--- config.mk ---
export PLATFORM = sky130hd
export DESIGN_NAME = ddr_bank_responder_flat
export DESIGN_NICKNAME = d
export VERILOG_FILES = /design/src/rtl/ddr_bank_responder_if.sv /design/src/rtl/ddr_bank_responder.sv /design/src/flat_wrapper.sv
export SDC_FILE = /design/constraint.sdc
export NUM_CORES = 1
export LEC_CHECK = 0
export CORE_ASPECT_RATIO = 0.7
export CORE_MARGIN = 5
export CORE_UTILIZATION = 38
export CTS_BUF_LIST = sky130_fd_sc_hd__clkbuf_8
export CTS_CLUSTER_DIAMETER = 40
export DETAILED_ROUTE_END_ITERATION = 10
export GPL_ROUTABILITY_DRIVEN = 0
export RECOVER_POWER = 100
export SYNTH_ARGS = -nofsm -noshare
export SYNTH_HDL_FRONTEND = slang
export SYNTH_SLANG_ARGS = --single-unit
--- constraint.sdc ---
create_clock -name CK_t -period 5.3 [get_ports CK_t]
set_input_delay 0.53 -clock CK_t [delete_from_list [all_inputs] [get_ports CK_t]]
set_output_delay 0.53 -clock CK_t [all_outputs]
set_load 0.02 [all_outputs]
--- src/rtl/ddr_bank_responder_if.sv ---
// Command/response bundle between the controller command path and the bank responder.
// Handshake: the master presents one command per cycle with cmd_valid (no back-pressure);
// exactly one of cmd_ack/viol pulses in the following cycle for every valid command.
interface ddr_bank_responder_if;
  logic        cmd_valid;
  logic [2:0]  cmd;
  logic [1:0]  bg_addr;
  logic [1:0]  ba_addr;
  logic [14:0] row_addr;
  logic        cmd_ack;
  logic        viol;
  logic [2:0]  viol_code;
  logic        rd_go;
  logic        wr_go;
  logic [3:0]  cas_bank;
  logic [14:0] cas_row;
  logic [15:0] bank_open;
  logic [31:0] dbg_bank_state;

  modport master (
    output cmd_valid, cmd, bg_addr, ba_addr, row_addr,
    input  cmd_ack, viol, viol_code, rd_go, wr_go, cas_bank, cas_row, bank_open, dbg_bank_state
  );

  modport slave (
    input  cmd_valid, cmd, bg_addr, ba_addr, row_addr,
    output cmd_ack, viol, viol_code, rd_go, wr_go, cas_bank, cas_row, bank_open, dbg_bank_state
  );
endinterface

--- src/rtl/ddr_bank_responder.sv ---
// 16-bank DDR command responder: tracks bank state/rows and flags tRRD/tRCD/tRAS/tRP violations.
// Optional DDR_PREA_EN enables cmd 5 (PREA, precharge all); otherwise cmd 5 is reserved.
module ddr_bank_responder #(
  parameter int unsigned T_RRD = 4,
  parameter int unsigned T_RCD = 16,
  parameter int unsigned T_RAS = 39,
  parameter int unsigned T_RP  = 16
) (
  input  logic                       CK_t,
  input  logic                       reset,
  ddr_bank_responder_if.slave        bus
);
  typedef enum logic [1:0] {
    BANK_IDLE        = 2'd0,
    BANK_ACTIVATING  = 2'd1,
    BANK_ACTIVE      = 2'd2,
    BANK_PRECHARGING = 2'd3
  } bank_state_e;

  localparam logic [2:0] CMD_NOP  = 3'd0;
  localparam logic [2:0] CMD_ACT  = 3'd1;
  localparam logic [2:0] CMD_PRE  = 3'd2;
  localparam logic [2:0] CMD_RD   = 3'd3;
  localparam logic [2:0] CMD_WR   = 3'd4;
  localparam logic [2:0] CMD_PREA = 3'd5;

  localparam logic [5:0] RRD_MIN  = 6'(T_RRD);
  localparam logic [5:0] RCD_LOAD = 6'(T_RCD - 1);
  localparam logic [5:0] RAS_LOAD = 6'(T_RAS - 1);
  localparam logic [5:0] RP_LOAD  = 6'(T_RP - 1);

  bank_state_e state_q [16], state_d [16];
  logic [5:0]  cnt_q   [16], cnt_d   [16];
  logic [5:0]  ras_q   [16], ras_d   [16];
  logic [14:0] row_q   [16], row_d   [16];
  logic [5:0]  rrd_q, rrd_d;
  logic        ack_q, ack_d, viol_q, viol_d, rd_q, rd_d, wr_q, wr_d;
  logic [2:0]  code_q, code_d, code;
  logic [3:0]  cas_bank_q, cas_bank_d;
  logic [14:0] cas_row_q, cas_row_d;
  logic [3:0]  bank;
  logic        tgt_open;
`ifdef DDR_PREA_EN
  logic        prea_blocked;
`endif

  assign bank     = {bus.bg_addr, bus.ba_addr};
  assign tgt_open = (state_q[bank] == BANK_ACTIVATING) || (state_q[bank] == BANK_ACTIVE);

  always_comb begin
    state_d    = state_q;
    cnt_d      = cnt_q;
    ras_d      = ras_q;
    row_d      = row_q;
    rrd_d      = (rrd_q == 6'd63) ? rrd_q : rrd_q + 6'd1;
    ack_d      = 1'b0;
    viol_d     = 1'b0;
    code_d     = 3'd0;
    rd_d       = 1'b0;
    wr_d       = 1'b0;
    cas_bank_d = 4'd0;
    cas_row_d  = 15'd0;
    code       = 3'd0;
`ifdef DDR_PREA_EN
    prea_blocked = 1'b0;
`endif
    // Free-running timers first; a command to a bank below overrides its update.
    for (int b = 0; b < 16; b++) begin
      if (cnt_q[b] != 6'd0) cnt_d[b] = cnt_q[b] - 6'd1;
      if (ras_q[b] != 6'd0) ras_d[b] = ras_q[b] - 6'd1;
      if (state_q[b] == BANK_ACTIVATING  && cnt_q[b] == 6'd0) state_d[b] = BANK_ACTIVE;
      if (state_q[b] == BANK_PRECHARGING && cnt_q[b] == 6'd0) state_d[b] = BANK_IDLE;
    end
    if (bus.cmd_valid) begin
      case (bus.cmd)
        CMD_NOP: ;
        CMD_ACT: begin
          if (rrd_q < RRD_MIN) code = 3'd1;
          else if (state_q[bank] == BANK_PRECHARGING && cnt_q[bank] != 6'd0) code = 3'd2;
          else if (tgt_open) code = 3'd3;
          else begin
            state_d[bank] = BANK_ACTIVATING;
            cnt_d[bank]   = RCD_LOAD;
            ras_d[bank]   = RAS_LOAD;
            row_d[bank]   = bus.row_addr;
            rrd_d         = 6'd1;
          end
        end
        CMD_RD, CMD_WR: begin
          if (state_q[bank] == BANK_ACTIVATING && cnt_q[bank] != 6'd0) code = 3'd4;
          else if (!tgt_open) code = 3'd5;
          else begin
            rd_d       = (bus.cmd == CMD_RD);
            wr_d       = (bus.cmd == CMD_WR);
            cas_bank_d = bank;
            cas_row_d  = row_q[bank];
          end
        end
        CMD_PRE: begin
          // PRE to a closed bank is a harmless NOP and leaves its tRP timer running.
          if (tgt_open) begin
            if (ras_q[bank] != 6'd0) code = 3'd6;
            else begin
              state_d[bank] = BANK_PRECHARGING;
              cnt_d[bank]   = RP_LOAD;
            end
          end
        end
`ifdef DDR_PREA_EN
        CMD_PREA: begin
          for (int b = 0; b < 16; b++)
            if ((state_q[b] == BANK_ACTIVATING || state_q[b] == BANK_ACTIVE) && ras_q[b] != 6'd0)
              prea_blocked = 1'b1;
          if (prea_blocked) code = 3'd6;
          else begin
            for (int b = 0; b < 16; b++)
              if (state_q[b] == BANK_ACTIVATING || state_q[b] == BANK_ACTIVE) begin
                state_d[b] = BANK_PRECHARGING;
                cnt_d[b]   = RP_LOAD;
              end
          end
        end
`endif
        default: code = 3'd7;
      endcase
      // A rejected command must not disturb any bank or the tRRD reference.
      if (code != 3'd0) begin
        state_d = state_q;
        row_d   = row_q;
        for (int b = 0; b < 16; b++) begin
          cnt_d[b] = (cnt_q[b] != 6'd0) ? cnt_q[b] - 6'd1 : 6'd0;
          ras_d[b] = (ras_q[b] != 6'd0) ? ras_q[b] - 6'd1 : 6'd0;
          if (state_q[b] == BANK_ACTIVATING  && cnt_q[b] == 6'd0) state_d[b] = BANK_ACTIVE;
          if (state_q[b] == BANK_PRECHARGING && cnt_q[b] == 6'd0) state_d[b] = BANK_IDLE;
        end
        rrd_d = (rrd_q == 6'd63) ? rrd_q : rrd_q + 6'd1;
      end
      ack_d  = (code == 3'd0);
      viol_d = (code != 3'd0);
      code_d = code;
    end
  end

  always_ff @(posedge CK_t) begin
    if (reset) begin
      state_q    <= '{default: BANK_IDLE};
      cnt_q      <= '{default: '0};
      ras_q      <= '{default: '0};
      row_q      <= '{default: '0};
      rrd_q      <= 6'd63;
      ack_q      <= 1'b0;
      viol_q     <= 1'b0;
      code_q     <= 3'd0;
      rd_q       <= 1'b0;
      wr_q       <= 1'b0;
      cas_bank_q <= 4'd0;
      cas_row_q  <= 15'd0;
    end else begin
      state_q    <= state_d;
      cnt_q      <= cnt_d;
      ras_q      <= ras_d;
      row_q      <= row_d;
      rrd_q      <= rrd_d;
      ack_q      <= ack_d;
      viol_q     <= viol_d;
      code_q     <= code_d;
      rd_q       <= rd_d;
      wr_q       <= wr_d;
      cas_bank_q <= cas_bank_d;
      cas_row_q  <= cas_row_d;
    end
  end

  always_comb begin
    for (int b = 0; b < 16; b++) begin
      bus.bank_open[b]             = (state_q[b] == BANK_ACTIVATING) || (state_q[b] == BANK_ACTIVE);
      bus.dbg_bank_state[2*b +: 2] = state_q[b];
    end
  end

  assign bus.cmd_ack   = ack_q;
  assign bus.viol      = viol_q;
  assign bus.viol_code = code_q;
  assign bus.rd_go     = rd_q;
  assign bus.wr_go     = wr_q;
  assign bus.cas_bank  = cas_bank_q;
  assign bus.cas_row   = cas_row_q;
endmodule

--- src/flat_wrapper.sv ---
// flat-port wrapper written by rule: the top's interface ports become plain ports
module ddr_bank_responder_flat 
#(
  parameter int unsigned T_RRD = 4,
  parameter int unsigned T_RCD = 16,
  parameter int unsigned T_RAS = 39,
  parameter int unsigned T_RP  = 16
)
  (CK_t, reset, bus_cmd_valid, bus_cmd, bus_bg_addr, bus_ba_addr, bus_row_addr, bus_cmd_ack, bus_viol, bus_viol_code, bus_rd_go, bus_wr_go, bus_cas_bank, bus_cas_row, bus_bank_open, bus_dbg_bank_state);
  ddr_bank_responder_if bus_i ();
  input  logic CK_t;
  input  logic reset;
  input wire logic [$bits(bus_i.cmd_valid)-1:0] bus_cmd_valid;
  input wire logic [$bits(bus_i.cmd)-1:0] bus_cmd;
  input wire logic [$bits(bus_i.bg_addr)-1:0] bus_bg_addr;
  input wire logic [$bits(bus_i.ba_addr)-1:0] bus_ba_addr;
  input wire logic [$bits(bus_i.row_addr)-1:0] bus_row_addr;
  output wire logic [$bits(bus_i.cmd_ack)-1:0] bus_cmd_ack;
  output wire logic [$bits(bus_i.viol)-1:0] bus_viol;
  output wire logic [$bits(bus_i.viol_code)-1:0] bus_viol_code;
  output wire logic [$bits(bus_i.rd_go)-1:0] bus_rd_go;
  output wire logic [$bits(bus_i.wr_go)-1:0] bus_wr_go;
  output wire logic [$bits(bus_i.cas_bank)-1:0] bus_cas_bank;
  output wire logic [$bits(bus_i.cas_row)-1:0] bus_cas_row;
  output wire logic [$bits(bus_i.bank_open)-1:0] bus_bank_open;
  output wire logic [$bits(bus_i.dbg_bank_state)-1:0] bus_dbg_bank_state;
  assign bus_i.cmd_valid = bus_cmd_valid;
  assign bus_i.cmd = bus_cmd;
  assign bus_i.bg_addr = bus_bg_addr;
  assign bus_i.ba_addr = bus_ba_addr;
  assign bus_i.row_addr = bus_row_addr;
  assign bus_cmd_ack = bus_i.cmd_ack;
  assign bus_viol = bus_i.viol;
  assign bus_viol_code = bus_i.viol_code;
  assign bus_rd_go = bus_i.rd_go;
  assign bus_wr_go = bus_i.wr_go;
  assign bus_cas_bank = bus_i.cas_bank;
  assign bus_cas_row = bus_i.cas_row;
  assign bus_bank_open = bus_i.bank_open;
  assign bus_dbg_bank_state = bus_i.dbg_bank_state;
  ddr_bank_responder #(.T_RRD(T_RRD), .T_RCD(T_RCD), .T_RAS(T_RAS), .T_RP(T_RP)) u_core (.CK_t(CK_t), .reset(reset), .bus(bus_i));
endmodule
==> flow_metrics.py <==
metrics = {
    "yosys": {
        "synthFlopType": "dfxtp_1",
        "syn-cell-area_mm2": 0.02475,
        "synth_edf_count": 0,
        "synth_adder_area_share_pct": 5.865,
        "yosysTopAreaCellShare_pct": 40.13,
        "ys_ff_latch": 496,
        "yosysTopAreaCell": "dfxtp_1",
        "yosys_warnings": 0,
        "async_flop_share_pct": 0,
        "synth_seq_area_share_pct": 40.13,
        "synth-simple-area-share_pct": 21.45,
        "synthCells": 2986,
        "synth_xor_area_share_pct": 3.150,
        "syn_nets": 3127,
        "yosys.cell_types.count": 79,
        "synth_area_leaders": "dfxtp_1 40%, nand2_1 9.2%, a21oi_1 8.2%, mux4_2 8.1%, ha_1 5.9%",
        "syn_avg_cell_area_um2": 8.287,
        "synth_mux_area_share_pct": 8.879,
        "synth_top_family_by_area": "simple AND/OR/NAND/NOR gates",
        "synth_compound_area_share_pct": 15.43,
    },
    "detailed_routing": {
        "vias": 22040,
        "drc": 0,
        "vias_per_cell": 5.506,
        "wirelength_mm": 80.59,
        "drtIter0Drc": 2343,
        "ant_nets": 0,
        "routedWlPerCell_um": 20.14,
        "drtPass1Iterations": 6,
    },
    "placed_design": {
        "dp_hpwl_mm": 53.87,
        "preCtsSetupSlack_ns": 0.3721,
        "port_buffers": 98,
        "place_area_mm2": 0.02672,
    },
    "clock_network": {
        "cts_setup_buffers": 0,
        "tritoncts": "done",
        "clkTransAtPathRegs_ns": 0.06,
        "ctsResizeCount": 0,
        "clock_latency_ns": 0.69,
        "htree_levels": 3,
        "cts_root_buffer": "clkbuf_8",
        "cts_hold_buf": 0,
        "clkSinkCount": 496,
        "cts_buffer_depth": 3,
        "cts_buffers": 85,
    },
    "floorplanning": {
        "die_x_um": 315.0,
        "fp.dieH_um": 223.5,
        "dieArea_mm2": 0.07041,
        "num_io_pins": 99,
        "core_mm2": 0.06461,
        "fp-row-count": 78,
        "start_util_pct": 38.30,
    },
    "timing": {
        "tns_ns": 0,
        "skew_ns": 0.03630,
        "rsz0062_at_grt": "no",
        "setup_violations": 0,
        "fmax_ghz": 0.2087,
        "layout_setup_ws_ns": 0.5090,
        "slew_viol_final": 47,
        "timing.hold.ws_ns": 0.3597,
        "worst_pin_slew_ns": 1.628,
        "relSlewSlack_pct": -8.540,
        "timing.final.crit_period_ns": 4.791,
        "finalHoldViolCount": 0,
        "period_share_pct": 90.40,
    },
    "critical_path": {
        "crit_type": "in -> reg",
        "setup.worst_path.end_class": "flip-flop",
        "cp.required_ns": 5.80,
        "crit_path_start_kind": "input port",
        "worstPathMaxFanout": 46,
        "cp.arrival_ns": 5.29,
    },
    "global_route": {
        "antenna_found_initial": 6,
        "grt_start_max_net_pins": 205,
        "grt_use_total_pct": 21.96,
        "overflow": 0,
        "grt_pass1_vias": 19850,
        "grt_pass1_wl_mm": 122.2,
    },
    "cells_and_area": {
        "nNetsFinal": 3197,
        "final_util_pct": 43.79,
        "drive_gt1_share_pct": 9.365,
        "design_area_mm2": 0.02829,
        "syn2layout_area_growth_pct": 14.33,
    },
    "pwr": {
        "intPower_mw": 8.207,
        "p_leak_nw": 10.67,
        "switching_power_mw": 4.985,
        "seqPwrFrac_pct": 37.5,
        "pwr-share-comb_pct": 36.1,
        "p_clk_share_pct": 26.4,
        "p_per_area_mw_per_mm2": 466.3,
        "netSwitchingFraction_pct": 37.79,
        "peakVddDrop_uv": 178.4,
    },
    "outcome": {
        "outcome": "finished with violations",
        "failed_checks": "max-capacitance violations, max-slew violations",
    },
    "worst_hold_path": {
        "hold_path_class": "in -> reg",
    },
    "run": {
        "maxCapViolCount": 1,
    },
}
-- per-layer routing --
| metal | part of all wire (%) | vias to the layer above | track usage (%) |
|---|---|---|---|
| met4 | 1.9 | 2 | 5.094 |
| met1 | 48 | 10490 | 33.41 |
| met5 | 0.016 | - | 0 |
| met2 | 41 | 839 | 30.61 |
| met3 | 9.2 | 135 | 6.175 |
| li1 | - | 10570 | - |
-- cell usage in the layout (no fill, tap or decap), types with 16 or more instances in the layout --
| master | Yosys | final |
|---|---|---|
| xor2_1 | 61 | 61 |
| clkdlybuf4s50_1 | 0 | 20 |
| dfxtp_1 | 496 | 496 |
| xnor2_1 | 28 | 28 |
| and2_1 | 18 | 16 |
| inv_1 | 132 | 160 |
| nor4_1 | 42 | 40 |
| a31oi_1 | 31 | 31 |
| dlygate4sd3_1 | 0 | 74 |
| nand3_1 | 52 | 52 |
| buf_4 | 2 | 48 |
| a211oi_1 | 22 | 22 |
| clkbuf_1 | 159 | 22 |
| nand2_1 | 609 | 609 |
| a21oi_1 | 405 | 405 |
| mux2i_1 | 17 | 17 |
| clkbuf_8 | 0 | 100 |
| nor3_1 | 87 | 87 |
| nor2_1 | 235 | 235 |
| nand4_1 | 25 | 25 |
| mux4_2 | 89 | 89 |
| o22ai_1 | 28 | 28 |
| o21ai_0 | 73 | 76 |
| nor2b_1 | 18 | 18 |
| nor3b_1 | 16 | 17 |
| ha_1 | 116 | 116 |
-- cell families (layout without fill, tap and decap cells) --
family,count (synthesis),in the layout
muxes,108,108
xor gates and xnor gates,89,89
other,0,4
DFF,496,496
buffers and inverters,324,456
and+or+nand+nor,1188,1188
AOI/OAI and AO/OA,665,665
adders and majority gates,116,116
-- worst max-delay path: stages --
cell and delay, ns:
buf_6 0.29, clkbuf_2 1.24, or4b_2 0.68, o22ai_1 0.17
nor2_1 0.06, o211ai_1 0.24, o31ai_4 0.14, nand4_1 0.41
clkbuf_1 0.37, clkbuf_1 0.43, nor2_1 0.09, clkbuf_2 0.36
nand2_1 0.17, a21oi_1 0.08
-- path summary, 6_finish.rpt --
check | start | to | slack (ns) | depth (start not counted)
worst max-delay path | bus_ba_addr[0] | u_core.row_q[112]$_SDFFE_PP0P_ | 0.51 | 14
worst min register to register | u_core.row_q[145]$_SDFFE_PP0P_ | u_core.row_q[145]$_SDFFE_PP0P_ | 0.45 | 2
worst min-delay path | reset | u_core.ras_q[79]$_SDFF_PP0_ | 0.36 | 2
worst max register to register | u_core.bus.dbg_bank_state[12]$_SDFF_PP0_ | u_core.cnt_q[58]$_SDFF_PP0_ | 0.55 | 12
-- power by group through the flow --
stage	registers (mW)	clock network, mW	logic [mW]
2_1_floorplan	4.84	0	3.72
3_3_place_gp	5.00	0	4.67
3_5_place_dp	4.99	0	4.67
4_1_cts	4.92	3.56	4.71
5_1_grt	5.03	3.73	5.38
6_report	4.95	3.49	4.76
-- registers in the layout, summed over array words and instances, names as in the netlist --
| signal | count |
|---|---|
| u_core.row_q | 240 |
| u_core.cnt_q | 96 |
| u_core.ras_q | 96 |
| u_core.bus.dbg_bank_state | 32 |
| u_core.bus.cas_row | 15 |
| u_core.rrd_q | 6 |
| u_core.bus.cas_bank | 4 |
| u_core.bus.viol_code | 3 |
| u_core.bus.cmd_ack | 1 |
| u_core.bus.rd_go | 1 |
| u_core.bus.viol | 1 |
| u_core.bus.wr_go | 1 |
-- metrics by stage --
step | total power [mW] | std cells
floorplan | 8.566 | 2986
global placement | 9.668 | 3849
detailed placement | 9.667 | 3849
CTS | 13.18 | 3998
global route | 14.13 | 4000
finish | 13.19 | 4002
-- Yosys cell counts (5+ instances only) --
library cell  number
a211oi_1          22
a21o_1            14
a21oi_1          405
a311oi_1          10
a31oi_1           31
and2_1            18
and3_1             6
buf_1             14
buf_2             13
clkbuf_1         159
dfxtp_1          496
ha_1             116
inv_1            132
mux2i_1           17
mux4_2            89
nand2_1          609
nand2b_1           8
nand3_1           52
nand3b_1          10
nand4_1           25
nor2_1           235
nor2b_1           18
nor3_1            87
nor3b_1           16
nor4_1            42
nor4_2             5
o21ai_0           73
o22ai_1           28
o311ai_0          10
o31ai_1           14
o32ai_1            6
or2_2              8
or3_1             15
or4_1             11
xnor2_1           28
xor2_1            61
-- final cells by class --
| class | count | area (um2) |
|---|---|---|
| Clock inverter | 49 | 305.3 |
| Inverter | 133 | 499.2 |
| Timing Repair Buffer | 174 | 1486 |
| Fill cell | 6514 | 36310 |
| Multi-Input combinational cell | 2166 | 13580 |
| Tap cell | 880 | 1101 |
| Clock buffer | 100 | 1376 |
| Sequential cell | 496 | 9930 |
| Antenna cell | 4 | 10.01 |
Power figures use the tool's default switching activity.
